<file path="config.mk">
export PLATFORM = sky130hd
export DESIGN_NAME = chamber_scheduler
export DESIGN_NICKNAME = d
export VERILOG_FILES = /design/src/rtl/chamber_scheduler_pkg.sv /design/src/rtl/chamber_scheduler_rr_heat_arbiter.sv /design/src/rtl/chamber_scheduler.sv
export SDC_FILE = /design/constraint.sdc
export NUM_CORES = 1
export LEC_CHECK = 0
export ABC_AREA = 1
export CAP_MARGIN = 20
export CORE_MARGIN = 1
export CORE_UTILIZATION = 35
export CTS_CLUSTER_DIAMETER = 30
export CTS_CLUSTER_SIZE = 16
export DETAILED_ROUTE_END_ITERATION = 16
export SETUP_SLACK_MARGIN = 0.4
export SLEW_MARGIN = 20
export SYNTH_ARGS = -nofsm -noshare
export SYNTH_HDL_FRONTEND = slang
export SYNTH_SLANG_ARGS = --single-unit
</file>
<file path="constraint.sdc">
create_clock -name clk -period 2.4 [get_ports clk]
set_input_delay 0.36 -clock clk [delete_from_list [all_inputs] [get_ports clk]]
set_output_delay 0.36 -clock clk [all_outputs]
set_load 0.02 [all_outputs]
</file>
<file path="src/rtl/chamber_scheduler_pkg.sv">
// -----------------------------------------------------------------------------
// chamber_scheduler_pkg
// Shared definitions for the incubator chamber scheduler: temperature sample
// width, parameter defaults and the sensor poll-state encoding.
// No ports.
// -----------------------------------------------------------------------------
package chamber_scheduler_pkg;

   localparam int TEMP_W       = 8;
   localparam int N_CH_DEF     = 4;
   localparam int SETTLE_DEF   = 3;
   localparam int TIMEOUT_DEF  = 15;
   localparam int MAX_HEAT_DEF = 2;

   typedef enum logic [1:0] {
      ST_SEL      = 2'd0,
      ST_SETTLE_W = 2'd1,
      ST_REQ      = 2'd2,
      ST_NEXT     = 2'd3
   } poll_state_e;

   function automatic int max2(input int a, input int b);
      return (a > b) ? a : b;
   endfunction

endpackage

</file>
<file path="src/rtl/chamber_scheduler_rr_heat_arbiter.sv">
// -----------------------------------------------------------------------------
// rr_heat_arbiter
// Round-robin heater grant logic. Holds a grant while its chamber keeps
// requesting with a valid, non-faulted sample; issues at most one new grant
// per cycle and only while fewer than MAX_HEAT grants are outstanding.
// Ports:
//   clk      in   clock, rising edge
//   rst      in   synchronous active-low reset
//   ht_req   in   [N_CH] heater request per chamber
//   t_valid  in   [N_CH] fresh temperature sample per chamber
//   fault    in   [N_CH] sticky sensor timeout per chamber
//   ht_gnt   out  [N_CH] heater grant per chamber (registered)
// -----------------------------------------------------------------------------
module rr_heat_arbiter
   import chamber_scheduler_pkg::*;
#(
   parameter int N_CH     = N_CH_DEF,
   parameter int MAX_HEAT = MAX_HEAT_DEF
) (
   input  logic            clk,
   input  logic            rst,
   input  logic [N_CH-1:0] ht_req,
   input  logic [N_CH-1:0] t_valid,
   input  logic [N_CH-1:0] fault,
   output logic [N_CH-1:0] ht_gnt
);

   localparam int PW = (N_CH > 1) ? $clog2(N_CH) : 1;
   localparam int CW = $clog2(N_CH + 1);

   logic [N_CH-1:0] gnt_q, gnt_d;
   logic [PW-1:0]   last_q, last_d;
   logic [N_CH-1:0] eligible;
   logic [CW-1:0]   n_gnt;
   logic [PW:0]     sum;
   logic [PW-1:0]   pick;
   logic            found;

   always_comb begin
      eligible = ht_req & t_valid & ~fault & ~gnt_q;
      gnt_d    = gnt_q & ht_req & t_valid & ~fault;
      last_d   = last_q;
      found    = 1'b0;
      sum      = '0;
      pick     = '0;
      n_gnt    = '0;
      for (int k = 0; k < N_CH; k++) begin
         n_gnt = n_gnt + CW'(gnt_q[k]);
      end
      // Capacity is judged on the grants currently driven, so a release and a
      // new grant in the same cycle can never overshoot MAX_HEAT.
      if (n_gnt < CW'(MAX_HEAT)) begin
         for (int off = 1; off <= N_CH; off++) begin
            sum = {1'b0, last_q} + (PW+1)'(off);
            if (sum >= (PW+1)'(N_CH)) begin
               sum = sum - (PW+1)'(N_CH);
            end
            pick = sum[PW-1:0];
            if (!found && eligible[pick]) begin
               found       = 1'b1;
               gnt_d[pick] = 1'b1;
               last_d      = pick;
            end
         end
      end
   end

   always_ff @(posedge clk) begin
      if (!rst) begin
         gnt_q  <= '0;
         last_q <= PW'(N_CH - 1);
      end else begin
         gnt_q  <= gnt_d;
         last_q <= last_d;
      end
   end

   assign ht_gnt = gnt_q;

endmodule

</file>
<file path="src/rtl/chamber_scheduler.sv">
// -----------------------------------------------------------------------------
// chamber_scheduler
// Polls one shared temperature sensor across N_CH incubator chambers and
// arbitrates a limited number of heater grants among them.
//
//   state    | meaning
//   ---------+-----------------------------------------------------------
//   SEL      | present current channel on sens_sel, load settle timer
//   SETTLE_W | wait SETTLE cycles for the analog mux to settle
//   REQ      | sens_req high until ack (capture) or TIMEOUT (fault)
//   NEXT     | advance channel modulo N_CH
//
// Ports:
//   clk        in   clock, rising edge
//   rst        in   synchronous active-low reset
//   sens_sel   out  [2] sensor mux select
//   sens_req   out  conversion request (high only in REQ)
//   sens_ack   in   conversion done, sens_data valid this cycle
//   sens_data  in   [8] signed temperature, degrees C
//   ht_req     in   [N_CH] heater request per chamber
//   ht_gnt     out  [N_CH] heater grant per chamber
//   t_ch       out  [8*N_CH] latest temperature, chamber k at [8k+7:8k]
//   t_valid    out  [N_CH] slice k holds a fresh sample
//   fault      out  [N_CH] sticky sensor timeout
// -----------------------------------------------------------------------------
module chamber_scheduler
   import chamber_scheduler_pkg::*;
#(
   parameter int N_CH     = N_CH_DEF,
   parameter int SETTLE   = SETTLE_DEF,
   parameter int TIMEOUT  = TIMEOUT_DEF,
   parameter int MAX_HEAT = MAX_HEAT_DEF
) (
   input  logic                     clk,
   input  logic                     rst,
   output logic [1:0]               sens_sel,
   output logic                     sens_req,
   input  logic                     sens_ack,
   input  logic [TEMP_W-1:0]        sens_data,
   input  logic [N_CH-1:0]          ht_req,
   output logic [N_CH-1:0]          ht_gnt,
   output logic [TEMP_W*N_CH-1:0]   t_ch,
   output logic [N_CH-1:0]          t_valid,
   output logic [N_CH-1:0]          fault
);

   localparam int CH_W  = (N_CH > 1) ? $clog2(N_CH) : 1;
   localparam int TMR_W = $clog2(max2(SETTLE, TIMEOUT) + 1);

   localparam logic [1:0] SEL      = ST_SEL;
   localparam logic [1:0] SETTLE_W = ST_SETTLE_W;
   localparam logic [1:0] REQ      = ST_REQ;
   localparam logic [1:0] NEXT     = ST_NEXT;

   logic [1:0]        state_q, state_d;
   logic [CH_W-1:0]   ch_q, ch_d;
   logic [TMR_W-1:0]  tmr_q, tmr_d;
   logic [TEMP_W-1:0] t_ch_q [N_CH];
   logic [TEMP_W-1:0] t_ch_d [N_CH];
   logic [N_CH-1:0]   t_valid_q, t_valid_d;
   logic [N_CH-1:0]   fault_q, fault_d;

   always_comb begin
      state_d   = state_q;
      ch_d      = ch_q;
      tmr_d     = tmr_q;
      t_ch_d    = t_ch_q;
      t_valid_d = t_valid_q;
      fault_d   = fault_q;
      case (state_q)
         SEL: begin
            tmr_d   = TMR_W'(SETTLE - 1);
            state_d = SETTLE_W;
         end
         SETTLE_W: begin
            if (tmr_q == '0) begin
               tmr_d   = TMR_W'(TIMEOUT - 1);
               state_d = REQ;
            end else begin
               tmr_d = tmr_q - TMR_W'(1);
            end
         end
         REQ: begin
            // Ack is checked first so a late ack on the last allowed cycle
            // still counts as a good sample.
            if (sens_ack) begin
               t_ch_d[ch_q]    = sens_data;
               t_valid_d[ch_q] = 1'b1;
               fault_d[ch_q]   = 1'b0;
               state_d         = NEXT;
            end else if (tmr_q == '0) begin
               t_valid_d[ch_q] = 1'b0;
               fault_d[ch_q]   = 1'b1;
               state_d         = NEXT;
            end else begin
               tmr_d = tmr_q - TMR_W'(1);
            end
         end
         default: begin
            ch_d    = (ch_q == CH_W'(N_CH - 1)) ? '0 : ch_q + CH_W'(1);
            state_d = SEL;
         end
      endcase
   end

   always_ff @(posedge clk) begin
      if (!rst) begin
         state_q   <= SEL;
         ch_q      <= '0;
         tmr_q     <= '0;
         t_valid_q <= '0;
         fault_q   <= '0;
         for (int k = 0; k < N_CH; k++) begin
            t_ch_q[k] <= '0;
         end
      end else begin
         state_q   <= state_d;
         ch_q      <= ch_d;
         tmr_q     <= tmr_d;
         t_valid_q <= t_valid_d;
         fault_q   <= fault_d;
         t_ch_q    <= t_ch_d;
      end
   end

   assign sens_sel = 2'(ch_q);
   assign sens_req = (state_q == REQ);
   assign t_valid  = t_valid_q;
   assign fault    = fault_q;

   for (genvar k = 0; k < N_CH; k++) begin : g_tch
      assign t_ch[TEMP_W*k +: TEMP_W] = t_ch_q[k];
   end

   rr_heat_arbiter #(
      .N_CH     (N_CH),
      .MAX_HEAT (MAX_HEAT)
   ) u_arb (
      .clk     (clk),
      .rst     (rst),
      .ht_req  (ht_req),
      .t_valid (t_valid_q),
      .fault   (fault_q),
      .ht_gnt  (ht_gnt)
   );

endmodule
</file>
==> metrics.csv, run 1 <==
stage;metric;value;unit
setup_path;cp-start-kind;register;
final_layout;layout-drive-gt1-share;8.88;%
routing;drc;0;
power;vdd.ir_drop.worst;0.000404;V
synth;synthFlopType;dfxtp_1;
synth;syn_inst;368;
sta;max_slew_margin;67.7;%
synth;synth_edf_count;0;
synth;synth_area;0.00264;mm²
synth;yosysWarnings;0;
routing;firstDrtPassIters;4;
clocking;numCtsBuffers;5;
final_layout;final_area;0.00353;mm²
sta;setup_violations;0;
clocking;cts_tree;yes;
placement;place_area;0.00341;mm²
sta;rsz0062_at_grt;yes;
clocking;post_cts_buffers;0;
synth;yosysSeqAreaShare;40.9;%
clocking;clk_pin_slew;0.10;ns
placement;gp_congestion;0.896;
synth;synth-seq-cells;54;
min_path;hold_path.class;register to register;
setup_path;cp.arrival;2.07;ns
routing;via_count;2610;
clocking;hold_buffers;0;
clocking;clock_latency;0.32;ns
die;num_rows;31;
sta;clock_skew;0.0159;ns
synth;synth_area_per_cell;7.18;µm²
clocking;cts_buffer_depth;2;
synth;synthMostInstantiatedCell;nor2_1;
die;start_util;36.2;%
power;power_leakage;1.52;nW
final_layout;fillers;753;
sta;worst_hold_slack;0.504;ns
routing;ant_nets;0;
grt;grt_max_degree;22;
synth;yosys-top-cells-area;dfxtp_1, nor2_1, o21ai_0, ha_1, nand3_1;
power;pwr_density_cell;889;mW/mm²
grt;grt_pass1_wl;11900;µm
setup_path;crit_buf_inv;2;
grt;grt_overflow;0;
sta;tightest_slew;0.484;ns
run_status;run_status;finished, final reports clean;
sta;min_period_over_period;76.1;%
grt;antenna_found_initial;0;
die;dieArea;0.00790;mm²
synth;async_reset_ff_share;0;%
die;pin_count;62;
sta;setup-tns-final;0;ns
setup_path;crit_required;2.64;ns
synth;synth_cell_types;23;
synth;synth_area_leader_cell;dfxtp_1;
placement;dp_hpwl;5500;µm
clocking;clock-root-buffer;clkbuf_8;
sta;slew_viol_final;0;
final_layout;antenna_cells;0;
setup_path;cp_slowest_stage_delay;0.37;ns
sta;finalCriticalPeriod;1.83;ns
sta;fmax;548;MHz
setup_path;crit_type;register to register;
final_layout;syn_to_final_growth;33.7;%
setup_path;crit_fanout;10;
final_layout;utilization;48.4;%
synth;synthTopCellsByCount;nor2_1, dfxtp_1, o21ai_0;
clocking;clkSinkCount;54;
die;die_y;88.9;µm
die;core-area;0.00729;mm²
setup_path;crit_family;simple AND/OR/NAND/NOR gates;
die;die_w;88.9;µm
clocking;htreeDepth;2;
routing;via_per_inst;4.85;
run;cap_violations;0;
grt;gr-usage-all-layers;19.7;%
routing;wl;7310;µm
setup_path;end_kind;register;
synth;netlist.area_leader.share;40.9;%
grt;grt_pass1_vias;2433;
final_layout;layout.nets;468;
routing;drt_iter0_markers;116;
synth;syn_nets;398;
routing;wl_per_cell;13.6;µm
sta;final_hold_viol_count;0;
placement;portBuffers;61;
setup_path;slowest_stage;dfxtp_2;
setup_path;path_cells;inv_1, ha_2, inv_1, nand3_4, nand2_4, nand3_2, nor2_1, nor2_1, a21oi_1;
-- layer usage --
layer / up-vias / global-route usage [%] / part of all wire [%]
met3: 8 / 5.26 / 7.6
met1: 1187 / 25.1 / 46
met2: 75 / 33.5 / 45
met4: 0 / 4.11 / 1.1
li1: 1340 / - / -
met5: - / 0 / 0
-- metrics by stage --
stage | power, mW | std cells | setup WS, ns
final | 3.14 | 538 | 0.574
after floorplan | 2.09 | 368 | 0.665
after detailed placement | 2.51 | 530 | 0.388
after global placement | 2.50 | 530 | 0.382
after global routing | 3.39 | 538 | 0.398
after CTS | 3.15 | 538 | 0.455
-- worst register-to-register path: stages (launching register included) --
cell and delay, ns:
dfxtp_2 0.37, inv_1 0.17, ha_2 0.35, inv_1 0.14, nand3_4 0.12, nand2_4 0.15
nand3_2 0.13, nor2_1 0.15, nor2_1 0.06, a21oi_1 0.11
-- final timing paths --
kind,startpoint,endpoint,slack (ns),depth (start not counted)
hold / removal,tmr_q[3]$_SDFFE_PN0P_,tmr_q[3]$_SDFFE_PN0P_,0.50,2
setup / recovery,u_arb.last_q[1]$_SDFFE_PN1P_,u_arb.ht_gnt[3]$_SDFF_PN0_,0.57,9
hold reg to reg,tmr_q[3]$_SDFFE_PN0P_,tmr_q[3]$_SDFFE_PN0P_,0.50,2
setup reg to reg,u_arb.last_q[1]$_SDFFE_PN1P_,u_arb.ht_gnt[3]$_SDFF_PN0_,0.57,9
-- placed cells by master, fill, tap and decap left out, drive strengths merged --
cell type,synthesis,routed
xor2,1,1
nand4,2,2
a211oi,3,3
nand3,34,34
inv,42,43
clkdlybuf4s50,0,60
nor3,9,9
clkbuf,5,5
nand2,42,42
a21oi,20,20
clkinv,0,1
buf,0,7
o21a,2,2
a31oi,1,1
o21ai,46,46
ha,15,15
bufinv,0,1
dfxtp,54,54
dlygate4sd2,0,1
nor2,92,92
-- cell type report --
| class | instances | area [µm²] | area share [%] |
|---|---|---|---|
| Timing Repair Buffer | 68 | 662 | 18.7 |
| Tap cell | 99 | 124 | 3.51 |
| Multi-Input combinational cell | 267 | 1390 | 39.4 |
| Sequential cell | 54 | 1080 | 30.6 |
| Inverter | 42 | 158 | 4.46 |
| Clock inverter | 3 | 47.5 | 1.35 |
| Clock buffer | 5 | 68.8 | 1.95 |
-- cells by family (layout without fill, tap and decap cells) --
| group | after synthesis | after routing | synth area share (%) |
|---|---|---|---|
| fa+ha+maj | 15 | 15 | 7.10 |
| flops | 54 | 54 | 40.9 |
| simple gates | 179 | 179 | 30.4 |
| xor+xnor | 1 | 1 | 0.331 |
| buf+inv | 47 | 118 | 6.68 |
| compound gates | 72 | 72 | 14.6 |
-- where the power goes --
| part | internal [mW] | switching [mW] | total (mW) | leakage (nW) |
|---|---|---|---|---|
| Clock | 0.317 | 0.323 | 0.640 | 0.0587 |
| Combinational | 0.521 | 0.867 | 1.39 | 1.03 |
| Sequential | 1.02 | 0.0926 | 1.11 | 0.438 |
-- timing repair --
action,in CTS,in global routing
setup endpoints to repair,1,6
resized for setup,1,3
pin swaps,0,0
No activity file was read; power rests on OpenSTA's default activity.
==> run 2: changes to the inputs <==
==> constraint.sdc (replaced) <==
create_clock -name clk -period 1.6 [get_ports clk]
set_input_delay 0.24 -clock clk [delete_from_list [all_inputs] [get_ports clk]]
set_output_delay 0.24 -clock clk [all_outputs]
set_load 0.02 [all_outputs]
==> run 2 against run 1 <==
Effect of this change:
- sequential power grew 57%
- setup slack worse by 0.50 ns
- sequential cell count did not move
==> metrics.csv, run 2 (same netlist as run 1, synthesis figures left out) <==
stage;metric;value;unit;change
run_status;run_status;finished, final reports clean;;
die;pin_count;62;;unchanged
placement;place_inst;543;;+2.5%
grt;grt_pass1_wl;13000;µm;+9.1%
clocking;clk_pin_slew;0.10;ns;about the same
grt;grt_pass1_vias;2650;;+8.9%
routing;drt_iter0_markers;57;;-51%
sta;min_period_over_period;95.4;%;+19 points
sta;clock_skew;0.0129;ns;-0.00304 ns
sta;setup_violations;0;;unchanged
clocking;cts_tree;yes;;
final_layout;utilization;59.1;%;+11 points
die;dieArea;0.00790;mm²;unchanged
final_layout;fillers;693;;-8.0%
setup_path;worstRegToRegCells;10;;+1
final_layout;final_cell_mix;nor2_1, buf_2, o21ai_2;;
clocking;clock_latency;0.32;ns;about the same
sta;rsz0062_at_grt;yes;;
routing;wl;8400;µm;+15%
final_layout;multi_input_area;0.00195;mm²;+41%
run;cap_violations;0;;unchanged
die;die_w;88.9;µm;unchanged
routing;wl_per_cell;14.6;µm;+7.5%
setup_path;cp_num_cells;10;;+1
power;power_leakage;1.89;nW;+24%
sta;final_hold_viol_count;0;;unchanged
min_path;hold_path.class;input pin to register;;
routing;via_count;2849;;+9.2%
sta;tightest_slew;0.406;ns;-0.0782 ns
min_path;holdPathStages;4;;+2
final_layout;antenna_cells;0;;unchanged
setup_path;crit_type;register to register;;
setup_path;end_kind;register;;
placement;gp_congestion;0.843;;-5.9%
final_layout;layout.area.seq;0.00113;mm²;+4.0%
clocking;clock-root-buffer;clkbuf_8;;
power;p_total;5.92;mW;+88%
sta;fmax;655;MHz;+20%
placement;dp_hpwl;5600;µm;+1.9%
routing;firstDrtPassIters;4;;unchanged
routing;ant_nets;0;;unchanged
die;start_util;36.2;%;unchanged
sta;setup_ws;0.0741;ns;-0.500 ns
grt;grt.met2_usage;36.3;%;+2.8 points
grt;met3_usage;6.00;%;+0.74 points
setup_path;crit_family;simple AND/OR/NAND/NOR gates;;
routing;via_per_inst;4.95;;+2.1%
clocking;hold_buffers;0;;unchanged
placement;portBuffers;61;;unchanged
sta;max_slew_margin;72.7;%;+5.0 points
grt;gr-usage-all-layers;21.5;%;+1.8 points
setup_path;crit_required;1.80;ns;-0.84 ns
die;num_rows;31;;unchanged
final_layout;layout-drive-gt1-share;53.8;%;+45 points
grt;grt_overflow;0;;unchanged
final_layout;layout.nets;505;;+7.9%
grt;grt_max_degree;19;;-14%
grt;use_met1;26.2;%;+1.0 points
placement;pre_cts_slack;-0.252;ns;-0.640 ns
clocking;numCtsBuffers;5;;unchanged
setup_path;cp.arrival;1.73;ns;-0.34 ns
sta;setup-tns-final;0;ns;unchanged
setup_path;cp-start-kind;register;;
clocking;htreeDepth;2;;unchanged
final_layout;syn_to_final_growth;63.0;%;
setup_path;path_cells;ha_4, ha_4, nand2_4, nand3_4, nor2_2, nand2_1, inv_1, nand2_1, nor2_1, a21oi_1;;
die;die_y;88.9;µm;unchanged
final_layout;instances_no_fill;575;;+6.9%
power;vdd.ir_drop.worst;0.000626;V;+55%
clocking;cts_buffer_depth;2;;unchanged
sta;slew_viol_final;0;;unchanged
grt;antenna_found_initial;0;;unchanged
setup_path;cp_slowest_stage_delay;0.36;ns;about the same
setup_path;crit_buf_inv;1;;-1
die;core-area;0.00729;mm²;unchanged
routing;drc;0;;unchanged
sta;finalCriticalPeriod;1.53;ns;-0.300 ns
final_layout;layout_commonest_cell;nor2_1;;
setup_path;slowest_stage;dfxtp_4;;
grt;busiest_layer;met2;;
setup_path;crit_fanout;5;;-5
clocking;clkSinkCount;54;;unchanged
power;pwr_density_cell;1370;mW/mm²;+54%
[run 2: changes by cell type in the layout (fill, tap and decap cells not counted), moves of 19 or more]
cell	before	now
o21ai_2	0	37
o21ai_0	45	7
buf_4	7	28
dfxtp_1	53	34
clkdlybuf4s50_1	60	12
buf_2	0	39
[run 2: cell type report]
type,count,area share (%)
well taps,99,2.88
inverters,42,4.56
repair buffers,104,19.1
multi-input cells,268,45.4
clock buffers,6,1.68
clock inverters,2,0.319
flip-flops and latches,54,26.1
[run 2: final timing paths]
| path | endpoint | startpoint | slack, ns |
|---|---|---|---|
| max | u_arb.ht_gnt[1]$_SDFF_PN0_ | u_arb.ht_gnt[0]$_SDFF_PN0_ | 0.07 |
| min | t_ch[30]$_SDFFE_PN0P_ | rst | 0.43 |
| max reg2reg | u_arb.ht_gnt[1]$_SDFF_PN0_ | u_arb.ht_gnt[0]$_SDFF_PN0_ | 0.07 |
| min reg2reg | t_ch[17]$_SDFFE_PN0P_ | t_ch[17]$_SDFFE_PN0P_ | 0.50 |
[run 2: timing repair]
| action | 4_1_cts | 5_1_grt |
|---|---|---|
| hold endpoints to repair | 0 | 0 |
| setup buffers | 18 | 5 |
| pin swaps | 60 | 55 |
| gates resized for setup | 274 | 108 |
| setup endpoints to repair | 99 | 93 |
| gates cloned | 1 | 0 |
[run 2: routing by layer]
metal | wire length [µm] | vias up
met5 | 0 | -
met4 | 147 | 0
met3 | 488 | 15
met2 | 4030 | 73
met1 | 3740 | 1339
li1 | - | 1422
[run 2: worst register-to-register path: cells and delay by family (launching register included)]
kind	cells	cell delay (ns)
and+or+nand+nor	6	0.49
adders and majority gates	2	0.46
DFF	1	0.36
AOI/OAI and AO/OA	1	0.06
buffers and inverters	1	0.05
[run 2: where the power goes]
part / leakage [nW] / total, mW / switching (mW) / internal, mW
Clock: 0.0452 / 0.783 / 0.472 / 0.311
Combinational: 1.39 / 3.40 / 1.95 / 1.44
Sequential: 0.448 / 1.74 / 0.174 / 1.56
[run 2: stage by stage]
stage                     area (µm²)  hold WS, ns
after global placement          3690        0.468
after global routing            4310        0.433
after CTS                       4270        0.486
final                           4310        0.428
after detailed placement        3690        0.470
after floorplan                 2810        0.356
==> run 3: changes to the inputs <==
--- a/config.mk
+++ b/config.mk
@@ -12,6 +12,7 @@
 export CTS_CLUSTER_DIAMETER = 30
 export CTS_CLUSTER_SIZE = 16
 export DETAILED_ROUTE_END_ITERATION = 16
+export MAX_ROUTING_LAYER = met4
 export SETUP_SLACK_MARGIN = 0.4
 export SLEW_MARGIN = 20
 export SYNTH_ARGS = -nofsm -noshare
==> run 3 against run 2 <==
Effect of this change:
- clock-buffer cell count fell by 1
- core utilization rose by 2.1 points
- sequential cell count did not move
- largest power group unchanged
==> metrics.csv, run 3 (same netlist as run 1, synthesis figures left out) <==
stage;metric;value;unit;change
setup_path;crit_buf_inv;1;;unchanged
sta;slew_viol_final;0;;unchanged
die;die_w;88.9;µm;unchanged
sta;final_hold_viol_count;0;;unchanged
routing;wl;8840;µm;+5.2%
setup_path;slowest_stage;dfxtp_4;;
sta;setup-tns-final;0;ns;unchanged
power;power_leakage;1.90;nW;+0.91%
clocking;htreeDepth;2;;unchanged
power;pwr_density_cell;1400;mW/mm²;+2.1%
routing;ant_nets;0;;unchanged
setup_path;reg2reg_slack;0.06;ns;-0.02 ns
die;core-area;0.00729;mm²;unchanged
clocking;hold_buffers;0;;unchanged
power;switchingPower;2.79;mW;+7.3%
grt;grt_overflow;0;;unchanged
clocking;clock-root-buffer;clkbuf_8;;
die;num_rows;31;;unchanged
setup_path;cp-startpoint;u_arb.ht_gnt[1]$_SDFF_PN0_;;
sta;max_slew_margin;63.2;%;-9.5 points
routing;firstDrtPassIters;7;;+3
run;cap_violations;0;;unchanged
power;vdd.ir_drop.worst;0.000607;V;-3.0%
final_layout;layout-drive-gt1-share;57.1;%;+3.3 points
setup_path;crit_fanout;5;;unchanged
power;clockPowerShare;13.2;%;about the same
placement;gp_congestion;0.846;;+0.37%
clocking;clkSinkCount;54;;unchanged
grt;grt_pass1_vias;2692;;+1.6%
final_layout;final_cell_mix;nor2_1, buf_2, o21ai_2;;
die;pin_count;62;;unchanged
setup_path;worstReg2RegStart;u_arb.ht_gnt[1]$_SDFF_PN0_;;
setup_path;worstRegToRegCells;10;;unchanged
setup_path;cp-start-kind;register;;
sta;rsz0062_at_grt;yes;;
setup_path;end_kind;register;;
setup_path;cp.arrival;1.75;ns;+0.02 ns
setup_path;crit_family;simple AND/OR/NAND/NOR gates;;
final_layout;layout_commonest_cell;nor2_1;;
clocking;cts_buffer_depth;2;;unchanged
setup_path;cp_slowest_stage_delay;0.37;ns;about the same
sta;clock_skew;0.00465;ns;-0.00820 ns
grt;antenna_found_initial;0;;unchanged
routing;via_count;2894;;+1.6%
clocking;clk_pin_slew;0.11;ns;about the same
clocking;numCtsBuffers;5;;unchanged
routing;drc;0;;unchanged
routing;via_per_inst;5.02;;+1.2%
run_status;run_status;finished, final reports clean;;
sta;tightest_slew;0.547;ns;+0.142 ns
routing;drt_iter0_markers;116;;+100%
final_layout;layout.nets;507;;+0.40%
placement;dp_hpwl;5710;µm;+2.0%
die;die_y;88.9;µm;unchanged
power;combPwrFrac;58.7;%;+1.3 points
power;p_int;3.47;mW;+4.6%
clocking;cts_tree;yes;;
grt;gr-usage-all-layers;22.3;%;+0.80 points
final_layout;syn_to_final_growth;68.9;%;
setup_path;crit_required;1.81;ns;about the same
routing;wl_per_cell;15.3;µm;+4.8%
final_layout;antenna_cells;0;;unchanged
power;p_sw_share;44.6;%;+0.64 points
power;p_total;6.26;mW;+5.8%
die;dieArea;0.00790;mm²;unchanged
sta;setup_violations;0;;unchanged
clocking;clock_latency;0.31;ns;about the same
sta;min_period_over_period;96.6;%;+1.2 points
min_path;hold_path.class;register to register;;
setup_path;reg2reg_to;u_arb.ht_gnt[1]$_SDFF_PN0_;;
setup_path;path_cells;ha_4, ha_4, nand2_4, nand3_4, nor2_2, nand2_1, inv_1, nand2_1, nor2_2, a21oi_2;;
sta;fmax;647;MHz;-1.2%
die;start_util;36.2;%;unchanged
grt;grt_pass1_wl;13000;µm;about the same
placement;portBuffers;61;;unchanged
min_path;holdPathStages;2;;-2
sta;finalCriticalPeriod;1.54;ns;+0.0191 ns
grt;grt_max_degree;20;;+1
setup_path;crit_type;register to register;;
power;power_frac_seq;28.1;%;-1.3 points
[run 3: cell count changes in the layout (fill, tap and decap cells not counted), moves of 2 or more]
cell,change
a21oi_1,-4
nor2_2,-2
clkdlybuf4s50_1,+2
nand3_2,-2
dfxtp_1,-4
inv_8,+2
dfxtp_2,+3
a21oi_2,+3
nor2_1,-4
nor2_4,+6
[run 3: what timing repair did]
action,CTS,global route
setup buffers,14,12
cloned,0,1
gates resized for setup,252,160
endpoints found under the setup margin,99,94
pin swaps,40,63
[run 3: power groups by stage]
stage	Clock, mW	Sequential [mW]	Combinational, mW
detailed placement	0	1.74	2.44
finish	0.826	1.76	3.68
global placement	0	1.74	2.43
CTS	0.848	1.71	2.92
global route	0.904	1.78	3.94
floorplan	0	1.85	1.56
[run 3: worst register-to-register path: stages, from the launching register on]
cell and delay [ns]:
dfxtp_4 0.37, ha_4 0.27, ha_4 0.20, nand2_4 0.06
nand3_4 0.12, nor2_2 0.11, nand2_1 0.05, inv_1 0.05
nand2_1 0.06, nor2_2 0.11, a21oi_2 0.06
[run 3: area by class of cell]
type,instances,area [µm²]
clock buffer,5,68.8
clock inverter,3,28.8
fill,682,2830
inverter,42,208
multi-input combinational,268,2050
sequential,54,1130
tap,99,124
timing repair buffer,106,851
[run 3: through the flow]
stage / setup slack, ns / hold WS, ns / std cells / instance area, µm² / util, %
2_1_floorplan: 0.174 / 0.356 / 368 / 2810 / -
3_3_place_gp: -0.220 / 0.468 / 542 / 3680 / 50.4
3_5_place_dp: -0.228 / 0.467 / 542 / 3680 / 50.4
4_1_cts: 0.110 / 0.482 / 564 / 4180 / 57.3
5_1_grt: -0.0428 / 0.513 / 577 / 4460 / 61.2
6_report: 0.0550 / 0.493 / 577 / 4460 / 61.2
[run 3: metal layers]
layer	part of all wire, %	vias up	GRT usage [%]
li1	-	1430	-
met1	43	1373	27.4
met2	50	77	37.3
met3	5.1	14	4.52
met4	1.8	0	5.72
met5	0	-	-
[run 3: worst max path at each step]
stage,end,slack (ns),depth (start not counted)
after floorplan,u_arb.ht_gnt[3]$_SDFF_PN0_,0.17,10
after global placement,u_arb.ht_gnt[2]$_SDFF_PN0_,-0.22,11
after detailed placement,u_arb.last_q[1]$_SDFFE_PN1P_,-0.23,12
after CTS,u_arb.ht_gnt[3]$_SDFF_PN0_,0.11,10
after global routing,u_arb.ht_gnt[1]$_SDFF_PN0_,-0.04,10
final,u_arb.ht_gnt[1]$_SDFF_PN0_,0.06,10
